File: config.mk
export PLATFORM = sky130hd
export DESIGN_NAME = light_conflict_monitor
export DESIGN_NICKNAME = d
export VERILOG_FILES = /design/src/rtl/light_conflict_monitor.sv
export SDC_FILE = /design/constraint.sdc
export NUM_CORES = 1
export LEC_CHECK = 0
export CAP_MARGIN = 20
export CORE_MARGIN = 5
export CORE_UTILIZATION = 54
export DETAILED_ROUTE_END_ITERATION = 6
export PLACE_DENSITY = 0.8
export SYNTH_ARGS = -nofsm -noshare
export SYNTH_HDL_FRONTEND = slang
export SYNTH_SLANG_ARGS = --single-unit
File: constraint.sdc
create_clock -name clk -period 4.1 [get_ports clk]
set_input_delay 0.41 -clock clk [delete_from_list [all_inputs] [get_ports clk]]
set_output_delay 0.41 -clock clk [all_outputs]
set_load 0.005 [all_outputs]
File: src/rtl/light_conflict_monitor.sv
// Safety stage between the two-way light controller and the lamp drivers.
// Checks every sample, forwards healthy codes one cycle later, and on the first violation latches a fault and flashes red.
module light_conflict_monitor #(
  parameter int YELLOW_MIN = 3,
  parameter int MAX_DWELL  = 15,
  parameter int BLINK_HALF = 2,
  parameter int CNT_W      = 5
) (
  input  logic       clk,
  input  logic       reset,
  input  logic [2:0] LightA,
  input  logic [2:0] LightB,
  output logic [2:0] DriveA,
  output logic [2:0] DriveB,
  output logic       fault,
  output logic [2:0] fault_code
);

  localparam logic [2:0] LAMP_DARK   = 3'b000;
  localparam logic [2:0] LAMP_GREEN  = 3'b001;
  localparam logic [2:0] LAMP_YELLOW = 3'b010;
  localparam logic [2:0] LAMP_RED    = 3'b100;

  typedef enum logic [2:0] {
    FC_NONE         = 3'b000,
    FC_ENCODING     = 3'b001,
    FC_CONFLICT     = 3'b010,
    FC_SEQUENCE     = 3'b011,
    FC_SHORT_YELLOW = 3'b100,
    FC_TIMEOUT      = 3'b101
  } fault_code_t;

  typedef enum logic {
    MODE_HEALTHY = 1'b0,
    MODE_FAULT   = 1'b1
  } mode_t;

  mode_t            mode;
  logic [2:0]       prev_a;
  logic [2:0]       prev_b;
  logic             primed;
  logic [CNT_W-1:0] dwell;
  logic [CNT_W-1:0] blink;
  fault_code_t      check_code;
  logic [CNT_W-1:0] dwell_next;

  function automatic logic is_lamp(input logic [2:0] v);
    return (v == LAMP_GREEN) || (v == LAMP_YELLOW) || (v == LAMP_RED);
  endfunction

  function automatic logic legal_change(input logic [2:0] p, input logic [2:0] c);
    return (p == c) ||
           (p == LAMP_GREEN  && c == LAMP_YELLOW) ||
           (p == LAMP_YELLOW && c == LAMP_RED) ||
           (p == LAMP_RED    && c == LAMP_GREEN);
  endfunction

  // Highest-priority failing check on the current sample; sequence-based checks need a valid prev.
  always_comb begin
    logic same;
    logic leaving_yellow;
    same           = (LightA == prev_a) && (LightB == prev_b);
    leaving_yellow = (prev_a == LAMP_YELLOW && LightA != LAMP_YELLOW) ||
                     (prev_b == LAMP_YELLOW && LightB != LAMP_YELLOW);
    check_code = FC_NONE;
    if (!is_lamp(LightA) || !is_lamp(LightB))
      check_code = FC_ENCODING;
    else if (LightA != LAMP_RED && LightB != LAMP_RED)
      check_code = FC_CONFLICT;
    else if (primed && (!legal_change(prev_a, LightA) || !legal_change(prev_b, LightB)))
      check_code = FC_SEQUENCE;
    else if (primed && leaving_yellow && dwell < CNT_W'(YELLOW_MIN))
      check_code = FC_SHORT_YELLOW;
    else if (primed && same && dwell == CNT_W'(MAX_DWELL))
      check_code = FC_TIMEOUT;

    if (!primed || !same)
      dwell_next = CNT_W'(1);
    else if (dwell == CNT_W'(MAX_DWELL + 1))
      dwell_next = dwell;
    else
      dwell_next = dwell + CNT_W'(1);
  end

  always_ff @(posedge clk or negedge reset) begin
    if (!reset) begin
      mode       <= MODE_HEALTHY;
      fault_code <= FC_NONE;
      DriveA     <= LAMP_RED;
      DriveB     <= LAMP_RED;
      prev_a     <= LAMP_RED;
      prev_b     <= LAMP_RED;
      primed     <= 1'b0;
      dwell      <= '0;
      blink      <= '0;
    end else begin
      case (mode)
        MODE_HEALTHY: begin
          primed <= 1'b1;
          if (check_code != FC_NONE) begin
            mode       <= MODE_FAULT;
            fault_code <= check_code;
            DriveA     <= LAMP_RED;
            DriveB     <= LAMP_RED;
            blink      <= '0;
          end else begin
            DriveA <= LightA;
            DriveB <= LightB;
            prev_a <= LightA;
            prev_b <= LightB;
            dwell  <= dwell_next;
          end
        end
        MODE_FAULT: begin
          // Both approaches flash red in lockstep until reset.
          if (blink == CNT_W'(BLINK_HALF - 1)) begin
            blink  <= '0;
            DriveA <= (DriveA == LAMP_RED) ? LAMP_DARK : LAMP_RED;
            DriveB <= (DriveB == LAMP_RED) ? LAMP_DARK : LAMP_RED;
          end else begin
            blink <= blink + CNT_W'(1);
          end
        end
        default: mode <= MODE_FAULT;
      endcase
    end
  end

  assign fault = (mode == MODE_FAULT);

endmodule
## After elaboration in Yosys (flattened, before gate mapping)

Index checks and enable logic that the tools add are counted.

| word-level totals | value |
|---|---|
| bits in registers | 27 |
| input bits | 8 |
| output and inout port bits | 10 |
| word-level logic and storage cells | 101 |

| cells by class | value |
|---|---|
| $add $sub $neg | 2 |
| order comparisons | 1 |
| equal/unequal tests | 28 |
| multiplexer cells | 20 |
| bitwise operators | 2 |
| reductions and logical operators | 39 |

Operators with widths:

| cell | number |
|---|---|
| $mux W3 | 11 |
| $mux W5 | 4 |
| $eq A3 B3 Y1 const B | 6 |
| $logic_and A1 B1 Y1 | 15 |
| $logic_or A1 B1 Y1 | 14 |
| $eq A3 B1 Y1 const B | 4 |
| $eq A3 B2 Y1 const B | 4 |
| $eq A3 B3 Y1 | 4 |
| $pmux W3 S2 | 2 |
| $add A5 B1 Y5 const B | 2 |
| $pmux W5 S2 | 1 |
| $logic_not A1 Y1 | 6 |
| $ne A3 B2 Y1 const B | 2 |
| $ne A3 B3 Y1 const B | 2 |
| $eq A5 B1 Y1 const B | 1 |
| $eq A5 B4 Y1 const B | 1 |
| $eq A5 B5 Y1 const B | 1 |
| $lt A5 B2 Y1 const B | 1 |
| $ne A2 B2 Y1 const B | 2 |
| $reduce_and A2 Y1 | 2 |
| $reduce_and A3 Y1 | 1 |
| $reduce_bool A3 Y1 | 1 |
| $mux W1 | 2 |
| $ne A2 B1 Y1 const B | 1 |
| $not A1 Y1 | 2 |

## Logic depth before layout (Yosys ltp)

Gate-level depths: netlist of the first run.

| logic depth | value |
|---|---|
| word-level depth | 14 |
| depth in mapped cells | 9 |
| depth with buffers taken out | 7 |

## Worst setup path before layout of the first run

No wires, ideal clock.

| timing path | value |
|---|---|
| path kind | input to register |
| from | input port LightB[1] |
| to | register prev_a[0] |
| library setup time | 0.125 ns |
| data arrival time | 1.967 ns |
| data required time | 3.975 ns |
| setup slack | 2.008 ns |
| stages on the path | 9 |
| cells stage by stage | buf_4 xor2_1 nor3_1 and3_1 buf_6 a211o_4 nor2_8 inv_6 mux2_4 |

| between the ends | value |
|---|---|
| longest elaborated chain between the ends | 14 |
| elaborated cells on any way between the ends | 36 |
| those cells by class | eq/ne: 7; mux: 5; bitwise: 1; reduce/logical: 23 |

Ends and longest elaborated chain:

| what | RTL line | RTL |
|---|---|---|
| start, declared | 12 | `input logic [2:0] LightB,` |
| $eq A3 B2 Y1 | 48, 53 |  |
| $logic_and A1 B1 Y1 | 53 | `(p == LAMP_GREEN && c == LAMP_YELLOW) \|\|` |
| $logic_or A1 B1 Y1 | 52 | `return (p == c) \|\|` |
| $logic_or A1 B1 Y1 | 53 |  |
| $logic_or A1 B1 Y1 | 54 | `(p == LAMP_YELLOW && c == LAMP_RED) \|\|` |
| $logic_not A1 Y1 | 70 | `else if (primed && (!legal_change(prev_a, LightA) \|\| !legal_change(prev_b, LightB)))` |
| $logic_or A1 B1 Y1 | 70 |  |
| $logic_and A1 B1 Y1 | 70 |  |
| $mux W3 | 70 |  |
| $mux W3 | 68 | `else if (LightA != LAMP_RED && LightB != LAMP_RED)` |
| $mux W3 * | 66 | `if (!is_lamp(LightA) \|\| !is_lamp(LightB))` |
| $reduce_bool A3 Y1 * | 100 | `if (check_code != FC_NONE) begin` |
| $not A1 Y1 (no line) * | -- |  |
| $reduce_and A2 Y1 (no line) * | -- |  |
| end signal, assigned | 109 | `prev_a <= LightA;` |
| end, declared | 39 | `logic [2:0] prev_a;` |

Every way passes the cells marked *; elsewhere a longest branch is shown, timed or not.
A chain may end at the register's enable or synchronous reset.

## Worst setup path in the final report of the first run

| timing path | value |
|---|---|
| from | input port LightB[1] |
| to | register prev_b[1] |

| between the ends | value |
|---|---|
| longest elaborated chain between the ends | 14 |
| elaborated cells on any way between the ends | 36 |
| those cells by class | eq/ne: 7; mux: 5; bitwise: 1; reduce/logical: 23 |

Ends and longest elaborated chain:

| what | RTL line | RTL |
|---|---|---|
| $eq A3 B2 Y1 | 48, 53 |  |
| $logic_and A1 B1 Y1 | 53 |  |
| $logic_or A1 B1 Y1 | 52 |  |
| $logic_or A1 B1 Y1 | 53 |  |
| $logic_or A1 B1 Y1 | 54 |  |
| $logic_not A1 Y1 | 70 |  |
| $logic_or A1 B1 Y1 | 70 |  |
| $logic_and A1 B1 Y1 | 70 |  |
| $mux W3 | 70 |  |
| $mux W3 | 68 |  |
| $mux W3 | 66 |  |
| $reduce_bool A3 Y1 | 100 |  |
| $not A1 Y1 (no line) | -- |  |
| $reduce_and A2 Y1 (no line) | -- |  |
| end signal, assigned | 110 | `prev_b <= LightB;` |
| end, declared | 40 | `logic [2:0] prev_b;` |

Several ways; a longest one is shown, not always the timed one.

==> impl_metrics.csv, run 1 <==
group,metric,value,unit
route,wl,3.45,mm
logic_synthesis,yosys_warnings,0,
logic_synthesis,synthFlopType,"dfrtp_1",
logic_synthesis,ys_seq_area_frac,0.401,
worst_setup_path,critPathLaunchType,"input pin",
worst_setup_path,worstSetupPathType,"input pin to flip-flop",
die,io_pins,18,
global_route,overflow,0,
logic_synthesis,synth_edf_count,0,
final_layout,final_nets,190,
clock_network,holdBufCountCts,0,
route,postRouteAntennaNets,0,
logic_synthesis,yosysTopAreaCell,"dfrtp_1",
logic_synthesis,syn-num-nets,176,
logic_synthesis,synthCells,163,
timing,setup_slack,1540,ps
timing,hold_violations,0,
timing,slew_viol_final,0,
worst_setup_path,crit_path_top_delay_cell,"clkdlybuf4s50_1",
power_and_ir_drop,p_total,0.654,mW
clock_network,cts_tree,"yes",
route,drc,0,
worst_setup_path,path_cells,"clkdlybuf4s50_1 > xor2_1 > nor3_1 > and3_1 > a211o_4 > nor2_8 > inv_6 > mux2_4",
logic_synthesis,yosysMostFrequentCell,"dfrtp_1",
logic_synthesis,ys_types,45,
worst_setup_path,critPathArrivalTime,2800,ps
power_and_ir_drop,cellPowerDensity,346,nW/um^2
die,initial_utilization,0.561,
worst_setup_path,cp-end-kind,"flip-flop",
final_layout,fillCellCount,246,
clock_network,clk_pin_slew,160,ps
die,fp.dieH,66.1,um
logic_synthesis,synth_top_area_frac,0.339,
global_route,grt_pass1_wl,5.91,mm
clock_network,post_cts_resized,0,
timing,post-route-period-util,0.625,
place,post-dp-hpwl,2.60,mm
final_layout,final_cells,220,
worst_setup_path,crit_fanout,9,
clock_network,clock-sinks,27,
clock_network,htree_levels,1,
power_and_ir_drop,leakage,0.844,nW
route,num_vias,1299,
route,routedWlPerCell,15.7,um
clock_network,cts_root_buf,"clkbuf_4",
worst_setup_path,cpPeakStageDelay,570,ps
run_status,status,"complete, no violations",
clock_network,postCtsSetupBuffers,0,
final_layout,area_growth,11.5,%
place,place_congestion,0.888,
global_route,grt.total_usage,0.176,
logic_synthesis,async_flop_share,1.00,
logic_synthesis,ys_ff_latch,27,
final_layout,multi_input_area,903,um^2
die,die-area,4370,um^2
timing,worstMarginPinSlew,441,ps
logic_synthesis,yosys-top-cells-count,"23 x dfrtp_1, 11 x nor2_1, 10 x inv_1",
final_layout,drive_above_1_share,0.142,
final_layout,regArea,681,um^2
min_path,hp-class,"input pin to async pin",
timing,rsz0062_at_grt,"no",
power_and_ir_drop,vdd_drop_max,0.000195,V
die,core-area,3030,um^2
timing,setup_violations,0,
timing,period_minus_slack,2560,ps
place,post-place-ws,1190,ps
route,drt_pass1_iterations,4,
timing,clock_skew,7.69,ps
timing,finalSetupTns,0,ps
logic_synthesis,syn_avg_cell_area,10.4,um^2
route,vias_per_cell,5.90,
global_route,grt_max_degree,28,
clock_network,cts_buffers,3,
worst_setup_path,cp.required,4340,ps
die,dieWidth,66.1,um
logic_synthesis,yosys-top-cells-area,"dfrtp_1 34%, dfstp_2 6.2%, mux2_4 5.3%",
flow_run,maxCapViolations,0,
place,placement.io_buffers,17,
global_route,first_global_vias,1247,
timing,relSlewSlack,0.704,
die,rows,20,
logic_synthesis,synth_area,1700,um^2
global_route,antenna_found_initial,0,
place,dp_cells,216,
route,drtIter0Drc,107,
final_layout,diodes,0,
timing,fmax,390,MHz
clock_network,cts_buffer_depth,2,
clock_network,insertion_delay,340,ps
placed cells by master (no fill, tap or decap), types with 2 or more instances in the layout:
master / n
a211oi_1: 2
a21oi_1: 4
a22o_1: 8
and3_1: 4
and4bb_2: 2
clkbuf_4: 3
clkdlybuf4s50_1: 17
dfrtp_1: 23
dfstp_2: 4
ha_1: 5
inv_1: 10
mux2_4: 6
mux2i_1: 3
nand2_1: 7
nand2b_1: 3
nand3_1: 9
nand4_1: 3
nand4b_1: 2
nor2_1: 11
nor3_1: 5
nor3b_1: 3
nor4bb_1: 4
o21ai_0: 5
o221ai_1: 2
o31ai_1: 3
xnor2_1: 3
xor2_1: 6
stage by stage:
step / util / hold WS, ps / instance area, um^2
floorplan: - / 114 / 1700
global placement: 0.615 / 465 / 1860
detailed placement: 0.615 / 474 / 1860
CTS: 0.625 / 429 / 1890
global route: 0.625 / 435 / 1890
finish: 0.625 / 417 / 1890
state kept, by name, summed over array words and instances (netlist names):
register	count
blink	5
dwell	5
DriveA	3
DriveB	3
fault_code	3
prev_a	3
prev_b	3
fault	1
primed	1
cell type report:
cell class,instances,share of cell area
sequential,27,0.360
tap,44,0.0291
clock inverter,1,0.00397
inverter,11,0.0245
clock buffer,3,0.0119
multi-input combinational,116,0.477
timing repair buffer,18,0.0939
metal layers:
layer  up-vias  wire length [um]  track usage
met2        53              1630        0.283
met1       605              1510        0.225
met5         -                 0            0
li1        629                 -            -
met4         0                68       0.0685
met3        12               243       0.0476
power by group:
part | switching [mW] | leakage [nW] | internal [mW] | total (mW)
clock | 0.0854 | 0.0139 | 0.0375 | 0.123
combinational | 0.0843 | 0.505 | 0.101 | 0.185
sequential | 0.0358 | 0.325 | 0.310 | 0.346
total | 0.206 | 0.844 | 0.449 | 0.654
critical path, delay by kind of cell:
kind / cells / cell delay [ps]
simple gates: 3 / 920
buf+inv: 2 / 680
mux: 1 / 310
compound gates: 1 / 250
xor+xnor: 1 / 230
cell families (layout without fill, tap and decap cells):
family / after synthesis / count (layout) / share of synthesized area
compound gates: 35 / 35 / 0.166
xor+xnor: 9 / 9 / 0.0464
fa+ha+maj: 5 / 5 / 0.0368
buf+inv: 20 / 33 / 0.0671
flops: 27 / 27 / 0.401
mux: 9 / 9 / 0.0707
simple gates: 58 / 58 / 0.212
final timing paths:
path / startpoint / endpoint / slack (ps) / cells past startpoint
min: reset / fault_code[0] / 420 / 2
max reg2reg: prev_b[1] / prev_b[1] / 1760 / 7
min reg2reg: DriveA[2] / DriveA[2] / 490 / 2
max: LightB[1] / prev_b[1] / 1540 / 8
max in group asynchronous: reset / prev_b[2] / 3380 / 2
min in group clk: DriveA[2] / DriveA[2] / 490 / 2
Power figures use the tool's default switching activity.
==> run 2: changes to the inputs <==
--- a/config.mk
+++ b/config.mk
@@ -7,9 +7,9 @@
 export LEC_CHECK = 0
 export CAP_MARGIN = 20
 export CORE_MARGIN = 5
-export CORE_UTILIZATION = 54
+export CORE_UTILIZATION = 50
 export DETAILED_ROUTE_END_ITERATION = 6
-export PLACE_DENSITY = 0.8
+export PLACE_DENSITY = 0.78
 export SYNTH_ARGS = -nofsm -noshare
 export SYNTH_HDL_FRONTEND = slang
 export SYNTH_SLANG_ARGS = --single-unit
==> constraint.sdc (replaced) <==
create_clock -name clk -period 2.2 [get_ports clk]
set_input_delay 0.22 -clock clk [delete_from_list [all_inputs] [get_ports clk]]
set_output_delay 0.22 -clock clk [all_outputs]
set_load 0.005 [all_outputs]
==> run 2 against run 1 <==
  * Clock power up 91%
  * Sequential power is 85% higher
  * Die area increased by 6.8%
  * Cell area up 14%
  * Routed wire length rose by 15%
  * Cell count rose by 15%
  * Clock skew about the same
  * Via count rose by 13%
  * Flip-flop and latch count is the same
  * Combinational power is 110% higher
  * Critical path depth rose by 1
  * Setup slack worse by 1500 ps
  * Critical endpoint is now dwell[4]
  * Highest routed layer unchanged
==> impl_metrics.csv, run 2 (synthesis results as in run 1) <==
group,metric,value,unit
clock_network,cts_tree,"yes",
place,dp_cells,249,
power_and_ir_drop,leakage,1.00,nW
final_layout,drive_above_1_share,0.290,
timing,clock_skew,7.23,ps
worst_setup_path,worstSetupPathType,"input pin to flip-flop",
die,fp.dieH,68.3,um
min_path,hp-class,"input pin to async pin",
clock_network,clock-sinks,27,
timing,post-route-period-util,0.980,
global_route,antenna_found_initial,0,
clock_network,htree_levels,1,
final_layout,mostFrequentLayoutCells,"32 x buf_4, 23 x dfrtp_1, 17 x clkdlybuf4s50_1",
timing,hold_violations,0,
route,drt_pass1_iterations,4,
clock_network,cts_root_buf,"clkbuf_4",
place,post-dp-hpwl,3.10,mm
global_route,overflow,0,
timing,fmax,464,MHz
worst_setup_path,critPathLaunchType,"input pin",
die,initial_utilization,0.513,
final_layout,final_nets,221,
global_route,grt.total_usage,0.190,
die,rows,21,
place,placement.io_buffers,17,
worst_setup_path,rr_startpoint,"prev_a[2]",
worst_setup_path,crit_start,"LightA[2]",
timing,finalSetupTns,0,ps
die,die-area,4660,um^2
die,dieWidth,68.3,um
final_layout,area_growth,27.1,%
worst_setup_path,worstReg2RegEnd,"prev_b[1]",
final_layout,layout_commonest_cell,"buf_4",
die,core-area,3310,um^2
die,io_pins,18,
timing,worstMarginPinSlew,424,ps
route,vias_per_cell,5.79,
power_and_ir_drop,vdd_drop_max,0.000256,V
clock_network,holdBufCountCts,0,
clock_network,insertion_delay,340,ps
final_layout,final_cells,253,
power_and_ir_drop,cellPowerDensity,583,nW/um^2
route,wl,3.97,mm
clock_network,cts_buffer_depth,2,
route,drc,0,
timing,setup_violations,0,
timing,relSlewSlack,0.717,
place,placed_cell_area,2100,um^2
flow_run,maxCapViolations,0,
final_layout,postLayoutCellArea,2160,um^2
route,num_vias,1465,
run_status,status,"complete, no violations",
route,drtIter0Drc,118,
timing,period_minus_slack,2160,ps
final_layout,diodes,0,
worst_setup_path,rrSetupSlack,80,ps
global_route,grt_max_degree,28,
worst_setup_path,cp-end-kind,"flip-flop",
worst_setup_path,rr_worst_depth,7,
final_layout,fin_util,0.652,
route,postRouteAntennaNets,0,
clock_network,postCtsSetupBuffers,0,
worst_setup_path,crit_fanout,9,
worst_setup_path,critPathArrivalTime,2400,ps
worst_setup_path,cp.required,2440,ps
final_layout,reg_top3,"blink: 5 flops, dwell: 5 flops",
timing,rsz0062_at_grt,"no",
clock_network,cts_buffers,3,
place,place_congestion,0.880,
route,routedWlPerCell,15.7,um
clock_network,clk_pin_slew,160,ps
global_route,grt_pass1_wl,6.65,mm
global_route,first_global_vias,1486,
timing,slew_viol_final,0,
## run 2: cell types whose count changed in the layout (fill, tap and decap cells not counted), sizes merged
cell      delta
clkinvlp     -1
inv          +1
buf         +31
## run 2: worst max path at each step
| stage | endpoint | slack, ps | cells past startpoint |
|---|---|---|---|
| CTS | prev_b[1] | 10 | 8 |
| global placement | dwell[4] | -270 | 8 |
| global route | dwell[4] | 0.06 | 7 |
| finish | dwell[4] | 40 | 9 |
| floorplan | prev_a[0] | 110 | 8 |
| detailed placement | dwell[1] | -430 | 8 |
## run 2: what timing repair did
action,4_1_cts,5_1_grt
hold endpoints to repair,0,0
gates resized for setup,1,5
setup endpoints to repair,6,14
## run 2: per-layer routing
layer	track usage	wire length, um
met5	0	0
met1	0.232	1700
met3	0.0263	194
met2	0.316	1970
met4	0.117	104
## run 2: critical path, stage by stage
cell and delay (ps):
clkdlybuf4s50_1 680, buf_4 190, nor3b_1 280, nor2_1 80, nor2_1 170, buf_4 140
and3_1 260, nand3_1 160, a22o_1 220
## run 2: where the power goes
part	internal [mW]	total [mW]	switching (mW)
registers	0.578	0.641	0.0626
logic	0.215	0.383	0.167
clock network	0.0744	0.235	0.160
## run 2: final cells by class
type / count / area [um^2]
clock inverter: 1 / 8.76
clock buffer: 3 / 22.5
timing repair buffer: 49 / 410
multi-input combinational: 116 / 932
tap: 46 / 57.6
sequential: 27 / 681
inverter: 11 / 46.3
fill: 265 / 1150
## run 2: metrics by stage
| stage | hold slack [ps] | total power [mW] | setup slack, ps |
|---|---|---|---|
| after floorplan | -75.6 | 0.882 | 110 |
| after global placement | 467 | 1.00 | -274 |
| after detailed placement | 479 | 1.03 | -429 |
| after CTS | 242 | 1.27 | 10.6 |
| after global routing | 252 | 1.35 | 0.0635 |
| final | 235 | 1.26 | 44.8 |
==> RTL edit (config.mk and constraints of run 1) <==
Reset style: synchronous (`reset`), changed in one clocked block.
--- a/src/rtl/light_conflict_monitor.sv
+++ b/src/rtl/light_conflict_monitor.sv
@@ -83,5 +83,5 @@
   end
 
-  always_ff @(posedge clk or negedge reset) begin
+  always_ff @(posedge clk) begin
     if (!reset) begin
       mode       <= MODE_HEALTHY;
Function: differs if reset is asserted again (counterexample within 4 cycles, from zero or initial values and one cycle with reset low); with reset held inactive, the same outputs for 10 cycles.
==> RTL edit against run 1 <==
Wire length rose by 10%; sequential cell count unchanged; maximum frequency down 2.1%; synthesized area fell by 5.2%; worst setup slack worse by 0.055 ns; cell area down 7.9%; cell count grew 3.6%; critical path depth is 1 lower; critical endpoint is now dwell[4]$_SDFFE_PN0P_; largest cell class unchanged.
Power is not compared: it rests on default switching activity, and its combinational part moved more than twofold at a synthesized area within 25%.
==> RTL edit: results (changes against run 1) <==
critical_path_arrival_ns: 2.86  # +0.06 ns
grt_max_degree: 23  # -18%
status: "complete, no violations"
r2r-start: "dwell[0]$_SDFFE_PN0P_"
synth_cell_types: 49  # +8.9%
skew_ns: 0.00208  # -0.00561 ns
grt_pass1_wl_um: 6540  # +11%
dp_hpwl_um: 2800  # +7.8%
met3_length_um: 166  # -32%
rrSetupSlack_ns: 1.78  # +0.02 ns
ys_seq_area_share_pct: 33.6  # -6.5 points
place.gp.congestion: 0.871  # -1.9%
grt_util_met3_pct: 2.59  # -2.2 points
critical_path.startpoint: "LightB[2]"
wl_per_cell_um: 16.7  # +6.6%
grt_util_met2_pct: 32.3  # +4.1 points
cp_slowest_stage_delay_ns: 0.69  # +0.12 ns
path_max_fanout: 15  # +6
clk_latency_ns: 0.31  # -0.03 ns
fmax_mhz: 382  # -2.1%
r2r_end: "dwell[4]$_SDFFE_PN0P_"
grt_pass1_vias: 1395  # +12%
vias: 1484  # +14%
drive_above_1_share_pct: 6.60  # -7.6 points
routed_wirelength_um: 3810  # +10%
synth_compound_area_share_pct: 23.8  # +7.2 points
dp_cells: 224  # +3.7%
synth_cells: 190  # +17%
synth.area.top_cells: "dfxtp_1 34%, a21oi_1 5.3%, nand3_1 4.4%, ha_1 3.9%, nor2_1 3.5%"
## RTL edit: cell types whose count changed after synthesis, sizes merged, moves of 5 or more
cell          run 1  this run
dfxtp             0        27
dfrtp            23         0
a21oi             4        17
a22o              8         1
nand2             7        14
mux2              6         0
o21ai             5        10
## RTL edit: layout make-up
type	count	area, um2	share of cell area [%]
sequential	27	541	31.0
timing repair buffer	17	170	9.76
clock buffer	3	22.5	1.29
multi-input combinational	141	937	53.7
clock inverter	1	5.00	0.287
inverter	8	30.0	1.72
tap	31	38.8	2.22
## RTL edit: worst reg2reg max path: cells and delay by family, from the launching register on
kind | cells | cell delay, ns
fa+ha+maj | 2 | 0.41
flops | 1 | 0.37
compound gates | 1 | 0.26
simple gates | 4 | 1.19
